### src/rtl/serial_frame_sync_pkg.sv
// Shared types and sizing helpers for the serial frame synchroniser.
package frame_sync_pkg;

    typedef enum logic [1:0] {HUNT, VERIFY, LOCKED} state_t;

    localparam logic [7:0] DEFAULT_SYNC_PATTERN = 8'hA7;

    function automatic int frame_bits(input int sync_w, input int payload_bytes);
        return sync_w + 8 * payload_bytes;
    endfunction

    function automatic int cnt_width(input int n_bits);
        return $clog2(n_bits);
    endfunction

endpackage

### src/rtl/serial_frame_sync_if.sv
// Signal bundle between the descrambled bit source and the frame synchroniser.
// Optional: SYNC_ERR_CNT_EN adds the saturating sync_err_cnt signal.
interface serial_frame_sync_if;
    logic       enable;
    logic       serial_in;
    logic       frame_lock;
    logic       frame_start;
    logic [7:0] byte_out;
    logic       byte_valid;
    logic       sync_miss;
`ifdef SYNC_ERR_CNT_EN
    logic [15:0] sync_err_cnt;

    modport master (output enable, serial_in,
                    input  frame_lock, frame_start, byte_out, byte_valid, sync_miss, sync_err_cnt);
    modport slave  (input  enable, serial_in,
                    output frame_lock, frame_start, byte_out, byte_valid, sync_miss, sync_err_cnt);
`else
    modport master (output enable, serial_in,
                    input  frame_lock, frame_start, byte_out, byte_valid, sync_miss);
    modport slave  (input  enable, serial_in,
                    output frame_lock, frame_start, byte_out, byte_valid, sync_miss);
`endif
endinterface

### src/rtl/serial_frame_sync_detector.sv
// Sync-word shift register and comparator; hit reflects the register contents
// after the bit sampled on the current edge, so decisions land on that same edge.
module sync_detector
    import frame_sync_pkg::*;
#(
    parameter int                SYNC_W       = 8,
    parameter logic [SYNC_W-1:0] SYNC_PATTERN = SYNC_W'(DEFAULT_SYNC_PATTERN)
) (
    input  logic clk,
    input  logic rst,
    input  logic enable,
    input  logic serial_in,
    output logic hit
);
    localparam int                FILL_W   = $clog2(SYNC_W);
    localparam logic [FILL_W-1:0] FILL_MAX = FILL_W'(SYNC_W - 1);

    logic [SYNC_W-1:0] shift_q;
    logic [SYNC_W-1:0] shift_d;
    logic [FILL_W-1:0] fill_q;

    assign shift_d = {shift_q[SYNC_W-2:0], serial_in};
    // A window is only valid once SYNC_W real bits have entered since reset.
    assign hit     = enable && (fill_q == FILL_MAX) && (shift_d == SYNC_PATTERN);

    always_ff @(posedge clk) begin
        if (rst) begin
            shift_q <= '0;
            fill_q  <= '0;
        end else if (enable) begin
            shift_q <= shift_d;
            if (fill_q != FILL_MAX)
                fill_q <= fill_q + FILL_W'(1);
        end
    end

endmodule

### src/rtl/serial_frame_sync.sv
// Bit-serial frame synchroniser: hunts the sync word, verifies its period, then deframes payload bytes.
// Optional: define SYNC_ERR_CNT_EN to add the saturating sync_err_cnt counter.
module serial_frame_sync
    import frame_sync_pkg::*;
#(
    parameter int                SYNC_W        = 8,
    parameter logic [SYNC_W-1:0] SYNC_PATTERN  = SYNC_W'(DEFAULT_SYNC_PATTERN),
    parameter int                PAYLOAD_BYTES = 4,
    parameter int                LOCK_CNT      = 2,
    parameter int                LOSS_CNT      = 3
) (
    input  logic               clk,
    input  logic               rst,
    serial_frame_sync_if.slave bus
);
    localparam int               FRAME_BITS = frame_bits(SYNC_W, PAYLOAD_BYTES);
    localparam int               CNT_W      = cnt_width(FRAME_BITS);
    localparam logic [CNT_W-1:0] SYNC_LAST  = CNT_W'(SYNC_W - 1);
    localparam logic [CNT_W-1:0] PAY_FIRST  = CNT_W'(SYNC_W);
    localparam logic [CNT_W-1:0] FRAME_LAST = CNT_W'(FRAME_BITS - 1);
    localparam logic [3:0]       LOCK_TGT   = 4'(LOCK_CNT);
    localparam logic [3:0]       LOSS_TGT   = 4'(LOSS_CNT);

    state_t           state_q, state_d;
    logic [CNT_W-1:0] bit_cnt_q, bit_cnt_d;
    logic [3:0]       good_q, good_d, miss_q, miss_d;
    logic [6:0]       byte_sr;
    logic [2:0]       pay_lsb;
    logic             hit, check_pt, byte_done;
    logic             start_d, miss_pulse_d, valid_d;

    sync_detector #(
        .SYNC_W      (SYNC_W),
        .SYNC_PATTERN(SYNC_PATTERN)
    ) u_detector (
        .clk      (clk),
        .rst      (rst),
        .enable   (bus.enable),
        .serial_in(bus.serial_in),
        .hit      (hit)
    );

    // bit_cnt is the position of the bit being sampled; the sync word occupies
    // positions 0..SYNC_W-1 and is judged on its last bit.
    assign pay_lsb   = 3'(bit_cnt_q - PAY_FIRST);
    assign check_pt  = (bit_cnt_q == SYNC_LAST);
    assign byte_done = (bit_cnt_q >= PAY_FIRST) && (&pay_lsb);

    always_comb begin
        state_d      = state_q;
        bit_cnt_d    = bit_cnt_q;
        good_d       = good_q;
        miss_d       = miss_q;
        start_d      = 1'b0;
        miss_pulse_d = 1'b0;
        valid_d      = 1'b0;
        if (bus.enable) begin
            bit_cnt_d = (bit_cnt_q == FRAME_LAST) ? '0 : bit_cnt_q + CNT_W'(1);
            unique case (state_q)
                HUNT: begin
                    bit_cnt_d = '0;
                    if (hit) begin
                        state_d   = VERIFY;
                        bit_cnt_d = PAY_FIRST;
                        good_d    = '0;
                    end
                end
                VERIFY: begin
                    if (check_pt) begin
                        if (!hit) begin
                            miss_pulse_d = 1'b1;
                            state_d      = HUNT;
                        end else if (good_q + 4'd1 == LOCK_TGT) begin
                            state_d = LOCKED;
                            start_d = 1'b1;
                            miss_d  = '0;
                        end else begin
                            good_d = good_q + 4'd1;
                        end
                    end
                end
                LOCKED: begin
                    valid_d = byte_done;
                    if (check_pt) begin
                        if (hit) begin
                            miss_d  = '0;
                            start_d = 1'b1;
                        end else begin
                            miss_pulse_d = 1'b1;
                            if (miss_q + 4'd1 == LOSS_TGT) begin
                                state_d = HUNT;
                                miss_d  = '0;
                            end else begin
                                miss_d = miss_q + 4'd1;
                            end
                        end
                    end
                end
                default: state_d = HUNT;
            endcase
        end
    end

    always_ff @(posedge clk) begin
        if (rst) begin
            state_q         <= HUNT;
            bit_cnt_q       <= '0;
            good_q          <= '0;
            miss_q          <= '0;
            bus.frame_lock  <= 1'b0;
            bus.frame_start <= 1'b0;
            bus.byte_valid  <= 1'b0;
            bus.sync_miss   <= 1'b0;
            bus.byte_out    <= 8'h00;
        end else begin
            state_q         <= state_d;
            bit_cnt_q       <= bit_cnt_d;
            good_q          <= good_d;
            miss_q          <= miss_d;
            bus.frame_lock  <= (state_d == LOCKED);
            bus.frame_start <= start_d;
            bus.byte_valid  <= valid_d;
            bus.sync_miss   <= miss_pulse_d;
            if (valid_d)
                bus.byte_out <= {byte_sr, bus.serial_in};
        end
    end

    // Every byte is rebuilt from eight fresh bits before use, so no reset is needed.
    always_ff @(posedge clk) begin
        if (bus.enable)
            byte_sr <= {byte_sr[5:0], bus.serial_in};
    end

`ifdef SYNC_ERR_CNT_EN
    logic [15:0] err_cnt_q;

    always_ff @(posedge clk) begin
        if (rst)
            err_cnt_q <= '0;
        else if (miss_pulse_d && (err_cnt_q != 16'hFFFF))
            err_cnt_q <= err_cnt_q + 16'd1;
    end

    assign bus.sync_err_cnt = err_cnt_q;
`endif

endmodule

### src/flat_wrapper.sv
// flat-port wrapper written by rule: the top's interface ports become plain ports
module serial_frame_sync_flat import frame_sync_pkg::*;
#(
    parameter int                SYNC_W        = 8,
    parameter logic [SYNC_W-1:0] SYNC_PATTERN  = SYNC_W'(DEFAULT_SYNC_PATTERN),
    parameter int                PAYLOAD_BYTES = 4,
    parameter int                LOCK_CNT      = 2,
    parameter int                LOSS_CNT      = 3
)
  (clk, rst, bus_enable, bus_serial_in, bus_frame_lock, bus_frame_start, bus_byte_out, bus_byte_valid, bus_sync_miss);
  serial_frame_sync_if bus_i ();
  input  logic clk;
  input  logic rst;
  input wire logic [$bits(bus_i.enable)-1:0] bus_enable;
  input wire logic [$bits(bus_i.serial_in)-1:0] bus_serial_in;
  output wire logic [$bits(bus_i.frame_lock)-1:0] bus_frame_lock;
  output wire logic [$bits(bus_i.frame_start)-1:0] bus_frame_start;
  output wire logic [$bits(bus_i.byte_out)-1:0] bus_byte_out;
  output wire logic [$bits(bus_i.byte_valid)-1:0] bus_byte_valid;
  output wire logic [$bits(bus_i.sync_miss)-1:0] bus_sync_miss;
  assign bus_i.enable = bus_enable;
  assign bus_i.serial_in = bus_serial_in;
  assign bus_frame_lock = bus_i.frame_lock;
  assign bus_frame_start = bus_i.frame_start;
  assign bus_byte_out = bus_i.byte_out;
  assign bus_byte_valid = bus_i.byte_valid;
  assign bus_sync_miss = bus_i.sync_miss;
  serial_frame_sync #(.SYNC_W(SYNC_W), .SYNC_PATTERN(SYNC_PATTERN), .PAYLOAD_BYTES(PAYLOAD_BYTES), .LOCK_CNT(LOCK_CNT), .LOSS_CNT(LOSS_CNT)) u_core (.clk(clk), .rst(rst), .bus(bus_i));
endmodule
### config.mk
export PLATFORM = sky130hd
export DESIGN_NAME = serial_frame_sync_flat
export DESIGN_NICKNAME = d
export VERILOG_FILES = /design/src/rtl/serial_frame_sync_pkg.sv /design/src/rtl/serial_frame_sync_if.sv /design/src/rtl/serial_frame_sync_detector.sv /design/src/rtl/serial_frame_sync.sv /design/src/flat_wrapper.sv
export SDC_FILE = /design/constraint.sdc
export NUM_CORES = 1
export LEC_CHECK = 0
export CAP_MARGIN = 20
export CORE_ASPECT_RATIO = 0.9
export CORE_MARGIN = 10
export CORE_UTILIZATION = 31
export CTS_CLUSTER_DIAMETER = 30
export DETAILED_ROUTE_END_ITERATION = 8
export SYNTH_ARGS = -nofsm -noshare
export SYNTH_HDL_FRONTEND = slang
export SYNTH_SLANG_ARGS = --single-unit
### constraint.sdc
create_clock -name clk -period 4.3 [get_ports clk]
set_input_delay 0.86 -clock clk [delete_from_list [all_inputs] [get_ports clk]]
set_output_delay 0.86 -clock clk [all_outputs]
set_load 0.01 [all_outputs]
* After elaboration in Yosys (flattened, before gate mapping)
Index checks and enable logic that the tools add are counted.
Word-level totals: bits in registers 45, output and inout port bits 12
Operators by class: add/subtract/negate cells 5, magnitude comparators 1, equality and inequality tests 16, muxes and demuxes 33, bitwise gates (word level) 3, reduce and logical (&&, ||, !) cells 13
Operators by type and width (number):
- $mux 4 | 11
- $mux 2 | 8
- $pmux 4 s2 | 2
- $mux 6 | 2
- $reduce_and 6->1 | 2
- $ne 2x1->1 const B | 5
- $add 4x1->4 const B | 2
- $eq 4x2->1 const B | 2
- $eq 8x8->1 const B | 1
- $mux 1 | 8
- $add 6x1->6 const B | 1
- $eq 6x3->1 const B | 1
- $eq 6x6->1 const B | 1
- $ge 6x4->1 const B | 1
- $pmux 2 s3 | 1
- $eq 2x2->1 const B | 2
- $reduce_bool 2->1 | 2
- $reduce_or 2->1 | 2
- $reduce_or 4->1 | 1
- $add 3x1->3 const B | 1
- $eq 3x3->1 const B | 1
- $logic_and 1x1->1 | 3
- $ne 3x3->1 const B | 1
- $not 1->1 | 3
- other kinds (7) | 7

* Longest topological paths before layout
depth after elaboration 8, mapped depth 8, gate-level depth less buffers 7

* By module
A second synthesis with hierarchy kept.
Unflattened totals: cells, all modules 236, area, all modules 2207.1 µm²
By module, submodules not included:
- serial_frame_sync | instances 1, cells an instance 197, area an instance 1793.0 µm², seq. area each 770.7 µm²
- sync_detector | instances 1, cells an instance 39, area an instance 414.1 µm², seq. area each 200.2 µm²

* Worst setup path after synthesis
OpenSTA, ideal clock, no wires.
kind input to register, from input port bus_enable, to register u_core.good_q[1], library setup time 0.070 ns, arrival 2.018 ns, data required time 4.230 ns, path slack 2.212 ns, stages on the path 4, cell sequence nand4bb_1 or4_4 or4_1 a21oi_1
On the way: word-level cells in the longest chain between the ends 4
Ends and longest elaborated chain:
- start, declared | line flat_wrapper.sv:14 | input wire logic [$bits(bus_i.enable)-1:0] bus_enable;
- $logic_and 1x1->1 (2 in series) | line serial_frame_sync_detector.sv:24 | assign hit = enable && (fill_q == FILL_MAX) && (shift_d == SYNC_PATTERN);
- $ne 2x1->1 (no line)
- $reduce_and 6->1 (no line) (*)
- end signal, assigned | line serial_frame_sync.sv:118 | good_q <= good_d;
- end, declared | line serial_frame_sync.sv:26 | logic [3:0] good_q, good_d, miss_q, miss_d;
Every way passes the cells marked *; elsewhere a longest branch is shown, timed or not. A chain may end at the register's enable or synchronous reset.

* Worst setup path after layout
Same ends and word-level chain as after synthesis.

==> impl_metrics.json <==
{
  "cp-end-kind": "flop",
  "whs_endpoint": "u_core.byte_sr[2]",
  "final_area_sq_mm": 0.002496,
  "cpPeakStageDelay_ns": 0.54,
  "path_buf_inv": 2,
  "gr-total-overflow": 0,
  "finalNonFillerCells": 330,
  "synth_top_area_share_pct": 35.76,
  "antenna_found_initial": 0,
  "synth_common_cells": "dfxtp_1 (38), nor2_1 (32), mux2i_1 (18), ha_1 (13), nand2_1 (11)",
  "p_leak_uw": 0.0008809,
  "ys.flop_type": "dfxtp_1",
  "n_antenna_cell": 0,
  "cts_buffer_depth": 2,
  "die_area_sq_mm": 0.01058,
  "initial_core_util_pct": 32.12,
  "setup_viol": 0,
  "irDropWorstVdd_uv": 132.0,
  "yosysUniqueCellTypes": 46,
  "r2r_start": "u_core.u_detector.fill_q[0]",
  "synth_area_sq_mm": 0.002127,
  "pwr_density_cell_mw_per_mm2": 294.2,
  "startpoint_type": "primary input",
  "core-area_sq_mm": 0.006621,
  "clkSlewWorstSetupHoldPaths_ns": 0.09,
  "dp_slack_ns": 1.223,
  "portBuffers": 15,
  "min_period_over_period_pct": 63.82,
  "drv_slew": 0,
  "cp_top_family": "simple AND/OR/NAND/NOR gates",
  "place_hpwl_microns": 2898,
  "arrival_ns": 2.98,
  "path_class": "primary input to flop",
  "synth_area_leaders": "dfxtp_1 (36%), edfxtp_1 (9.9%), mux2i_1 (8.5%), ha_1 (7.6%), nor2_1 (5.6%)",
  "grt_max_degree": 31,
  "cts_tree": "built",
  "drv_cap": 0,
  "reg2reg_setup_slack_ns": 2.22,
  "critPathRequiredTime_ns": 4.54,
  "clock_skew_ns": 0.01058,
  "cp_cell_sequence": "clkdlybuf4s50_1 > buf_4 > nand4bb_1 > or4_4 > or4_1 > a21oi_1",
  "drt_iter0_drc": 101,
  "pin_count": 16,
  "post_drt_wl_per_cell_microns": 12.77,
  "nets": 256,
  "route.detailed.drc": 0,
  "timing.final.ws_setup_ns": 1.556,
  "clk_root_buffer_cell": "clkbuf_8",
  "grt_first_pass_wirelength_microns": 7155,
  "routed_wl_microns": 4214,
  "async_flop_share_pct": 0,
  "synth_warnings": 0,
  "htreeDepth": 2,
  "drive_gt1_share_pct": 8.750,
  "fp-row-count": 28,
  "fmax_mhz": 364.4,
  "synth_cells": 221,
  "worstSkewPairLatency_ns": 0.30,
  "tightest_slew_ns": 0.5819,
  "grt_pass1_vias": 1528,
  "seq_area_frac_synth_pct": 45.65,
  "clock-sinks": 45,
  "syn_to_final_growth_pct": 17.35,
  "hp-class": "flop to flop",
  "worst_hold_path.num_cells": 0,
  "min-delay-start": "u_core.byte_sr[1]",
  "cp_max_fo": 23,
  "grtUsageTotal_pct": 8.007,
  "dr.pass1.iters": 4,
  "relSlewSlack_pct": 61.16,
  "postRouteAntennaNets": 0,
  "status": "completed",
  "synthesis.nets": 238,
  "r2r_cells": 6,
  "num_vias": 1619,
  "hold_viol_final": 0,
  "fill_cells": 650,
  "place_congestion": 0.8199,
  "dp_cells": 321,
  "synth-seq-cells": 45,
  "die_y_microns": 98.59,
  "period_needed_ns": 2.744,
  "cp_slowest_cell": "or4_4",
  "rsz0062_at_grt": "no",
  "r2r-end": "u_core.good_q[1]",
  "cts_resized": 0,
  "synth_edf_count": 7,
  "fp.dieW_microns": 107.3,
  "cts_hold_buf": 0,
  "viasPerCell": 4.906,
  "synth_area_leader_cell": "dfxtp_1",
  "synth_most_common_cell": "dfxtp_1",
  "setup_tns_ns": 0,
  "place_area_sq_mm": 0.002377,
  "avgSynthCellArea_sq_um": 9.625,
  "postCtsSetupRepairBufs": 0,
  "cts_made_buffers": 5,
  "utilization_pct": 37.70
}
==> worst max path at each step <==
stage          startpoint                    end  slack (ns)  depth (start not counted)
2_1_floorplan  bus_enable       u_core.good_q[1]        2.21                          4
3_3_place_gp   bus_enable       u_core.good_q[1]        1.27                          6
3_5_place_dp   bus_enable       u_core.good_q[1]        1.22                          6
4_1_cts        bus_enable       u_core.good_q[1]        1.54                          6
5_1_grt        bus_enable  u_core.bus.frame_lock        1.41                          7
6_report       bus_enable       u_core.good_q[1]        1.56                          6
==> report_power, final <==
| group | switching (uW) | internal [uW] | total, uW |
|---|---|---|---|
| Sequential | 4.66 | 435 | 440 |
| Combinational | 16.6 | 12.8 | 29.5 |
| Clock | 150 | 115 | 265 |
==> routing by layer <==
layer / share of wire, % / GRT usage, %
met4: 0.81 / 2.289
met3: 3.0 / 2.148
met5: 0 / 0
met1: 54 / 11.49
met2: 42 / 11.31
==> through the flow <==
stage | hold slack (ns) | total power [uW]
after global placement | 0.4300 | 475.9
after floorplan | 0.4261 | 465.3
final | 0.4598 | 734.4
after CTS | 0.4582 | 742.7
after detailed placement | 0.4380 | 476.2
after global routing | 0.4699 | 767.9
==> worst reg2reg max path, stage by stage (launching register included) <==
cell,delay (ns)
dfxtp_1,0.35
ha_1,0.15
ha_1,0.16
nand2_1,0.10
or4_4,0.62
or4_1,0.49
a21oi_1,0.15
==> layout by cell type, fill, tap and decap left out, types with 2 or more instances in the layout <==
cell type	instances
nand4_1	3
and3_1	2
a21bo_2	2
dfxtp_1	38
nand2b_1	3
o21a_1	2
buf_4	2
nor4_1	3
o21ai_0	10
inv_1	9
ha_1	13
nor2b_1	2
mux2i_1	18
nor2_1	32
nor3_1	6
nand4b_1	2
clkdlybuf4s50_1	15
edfxtp_1	7
a21oi_1	9
nand3_1	5
o31ai_1	2
nor4b_1	2
a31oi_1	8
clkinv_4	2
nand2_1	11
nand3b_1	4
clkbuf_8	5
a22oi_1	2
==> cell type report <==
type | instances | area (sq um) | area share [%]
multi-input combinational | 160 | 1095 | 43.86
sequential | 45 | 970.9 | 38.90
timing repair buffer | 18 | 192.7 | 7.719
tap | 90 | 112.6 | 4.511
clock buffer | 5 | 68.82 | 2.757
inverter | 9 | 33.78 | 1.353
clock inverter | 3 | 22.52 | 0.9023
==> cells by family (layout without fill, tap and decap cells) <==
group / count (synthesis) / after routing / synth area share, %
DFF: 45 / 45 / 45.65
xor gates and xnor gates: 1 / 1 / 0.4118
muxes: 18 / 18 / 8.470
adders and majority gates: 13 / 13 / 7.647
and+or+nand+nor: 84 / 84 / 21.12
AOI/OAI and AO/OA: 44 / 44 / 13.82
buffers and inverters: 16 / 35 / 2.882
==> state kept, by name, summed over array words and instances, names as in the netlist <==
name	cells
u_core.bit_cnt_q	6
u_core.bus.byte_out	8
u_core.bus.byte_valid	1
u_core.bus.frame_lock	1
u_core.bus.frame_start	1
u_core.bus.sync_miss	1
u_core.byte_sr	7
u_core.good_q	4
u_core.miss_q	4
u_core.state_q	2
u_core.u_detector.fill_q	3
u_core.u_detector.shift_q	7
No activity file was read; power rests on OpenSTA's default activity.
==> RTL edit: new RTL, same settings <==
`PAYLOAD_BYTES` is set to 4 in 2 places; all go to 3.
--- a/src/rtl/serial_frame_sync.sv
+++ b/src/rtl/serial_frame_sync.sv
@@ -5,7 +5,7 @@
 #(
     parameter int                SYNC_W        = 8,
     parameter logic [SYNC_W-1:0] SYNC_PATTERN  = SYNC_W'(DEFAULT_SYNC_PATTERN),
-    parameter int                PAYLOAD_BYTES = 4,
+    parameter int                PAYLOAD_BYTES = 3,
     parameter int                LOCK_CNT      = 2,
     parameter int                LOSS_CNT      = 3
 ) (
--- a/src/flat_wrapper.sv
+++ b/src/flat_wrapper.sv
@@ -3,7 +3,7 @@
 #(
     parameter int                SYNC_W        = 8,
     parameter logic [SYNC_W-1:0] SYNC_PATTERN  = SYNC_W'(DEFAULT_SYNC_PATTERN),
-    parameter int                PAYLOAD_BYTES = 4,
+    parameter int                PAYLOAD_BYTES = 3,
     parameter int                LOCK_CNT      = 2,
     parameter int                LOSS_CNT      = 3
 )
Check against the original RTL: same outputs for any inputs over 10 cycles, from zero or initial values and one cycle with rst high; that may be too few to reach the edited logic, so the function may still have changed.
==> RTL edit against the original RTL <==
Utilization shrank 0.52 points; clock skew down 0.0067 ns; global-route usage down 0.18 points; fmax shrank 5.5%; sequential cell count decreased by 1; setup slack got worse by 0.16 ns; area after synthesis is 1.2% higher; combinational power decreased by 8.1%; cell area down 0.85%; total power shrank 3.1%; synthesized cell count fell by 1.4%; final cell count decreased by 2.1%; wire length is 1.6% lower; critical path type unchanged.
==> RTL edit: results (changes against the original RTL) <==
- Synthesized net count: 236 (was 238)
- CTS Root Cell: clkbuf_8 (unchanged)
- ANT cells: 0 (unchanged)
- First-pass GRT wire length: 6.96 mm (was 7.16 mm)
- Worst-path fanout max: 11 (was 23)
- GP Congestion: 0.762 (was 0.820)
- Max stage delay cell, worst path: clkdlybuf4s50_1 (was or4_4)
- DRT Wirelength: 4.15 mm (was 4.21 mm)
- I/O Buffers: 15 (unchanged)
- Largest net degree at the start of global routing: 23 (was 31)
- Post-synth EDFFs: 7 (unchanged)
- Skew final: 0.00393 ns (was 0.0106 ns)
- Final HPWL DP: 2.88 mm (was 2.90 mm)
- Syn Inst Count: 218 (was 221)
- Post-synth top cells: dfxtp_1, nor2_1, mux2i_1 (unchanged)
- Seq/Total Area, Yosys: 44.2% (was 45.6%)
- Biggest regs: u_core.bus.byte_out: 8 flops, u_core.byte_sr: 7 flops, u_core.u_detector.shift_q: 7 flops (unchanged)
- Leakage: 0.937 nW (was 0.881 nW)
- H-Tree Depth: 2 (unchanged)
- TritonCTS buffer count: 5 (unchanged)
- Share of layout cells above drive strength 1: 7.30% (was 8.75%)
- Dpl cells: 314 (was 321)
- Worst path max stage delay: 0.71 ns (was 0.54 ns)
- Initial DRC Count: 74 (was 101)
- Fin nets: 250 (was 256)
- Grt total ovfl: 0 (unchanged)
- Post-CTS Setup Inserts: 0 (unchanged)
- Fin cells: 323 (was 330)
- Vias in the first global route: 1482 (was 1528)
- Area contributors post-synth: dfxtp_1, edfxtp_1, mux2i_1, ha_1, nor2_1 (unchanged)
- Vias per cell: 4.94 (was 4.91)
- Synth unique cells: 46 (unchanged)
- HP Class: reg -> reg (unchanged)
- Design area: 2470 µm² (was 2500 µm²)
- Fill cell count: 675 (was 650)
- Outcome: finished, final reports clean (unchanged)
- VDD IR max: 0.142 mV (was 0.132 mV)
- CP arrival: 3.14 ns (was 2.98 ns)
- Async SR Flop Fraction: 0% (unchanged)
- Post-CTS Resized: 0 (unchanged)
- GRT Overall Usage: 7.82% (was 8.01%)
- Worst slew pin tran: 0.806 ns (was 0.582 ns)
- Area post-placement: 2380 µm² (about the same)
-- RTL edit: cell types whose count changed after synthesis, sizes merged, moves of 3 or more --
cell / change
clkbuf: +5
a21oi: +3
o21ai: -6
a31oi: -3
inv: -3
nor3: -3
nand2: -7
nor2: -3
nand3b: +3
-- RTL edit: final timing paths --
kind,depth (start not counted),slack (ns),from,to
worst max register to register,7,1.99,u_core.u_detector.fill_q[0],u_core.bus.frame_lock
worst max-delay path,6,1.40,bus_enable,u_core.bus.frame_lock
worst min register to register,0,0.45,u_core.byte_sr[4],u_core.byte_sr[5]
worst min-delay path,0,0.45,u_core.byte_sr[4],u_core.byte_sr[5]
-- RTL edit: cell families after synthesis --
family	count (synthesis)	synth area share, %
buf+inv	17	3.31
fa+ha+maj	14	8.13
simple gates	80	20.9
xor+xnor	2	0.814
flops	44	44.2
compound gates	42	13.9
mux	19	8.83
-- RTL edit: layer usage --
metal | GRT usage [%] | vias up | wire length, µm
met5 | 0 | - | 0
met4 | 3.08 | 0 | 69
met3 | 2.54 | 5 | 140
met2 | 11.5 | 19 | 1780
met1 | 10.3 | 747 | 2160
li1 | - | 825 | -
-- RTL edit: layout make-up --
cell class                      count  area, µm²  area share (%)
Timing Repair Buffer               18        173            6.98
Clock inverter                      2       12.5           0.506
Clock buffer                        6       72.6            2.93
Inverter                            6       22.5           0.910
Tap cell                           90        113            4.55
Multi-Input combinational cell    157       1130            45.7
Sequential cell                    44        951            38.4
-- RTL edit: per-stage QoR --
step | setup WS [ns] | util (%)
6_report | 1.40 | 37.2
5_1_grt | 1.20 | 37.2
4_1_cts | 1.42 | 37.1
3_5_place_dp | 1.13 | 35.8
3_3_place_gp | 1.15 | 35.8
2_1_floorplan | 2.06 | -
-- RTL edit: worst register-to-register path: cells and delay by family (launching register included) --
kind | cells | cell delay, ns
and+or+nand+nor | 3 | 1.16
AOI/OAI and AO/OA | 2 | 0.43
DFF | 1 | 0.35
adders and majority gates | 2 | 0.31
-- RTL edit: report_power, final --
part           total (mW)  leakage [nW]  switching [mW]  internal (mW)
clock network       0.254        0.0412           0.141          0.114
registers           0.431         0.367         0.00460          0.426
logic              0.0271         0.529          0.0155         0.0115
total               0.712         0.937           0.161          0.551
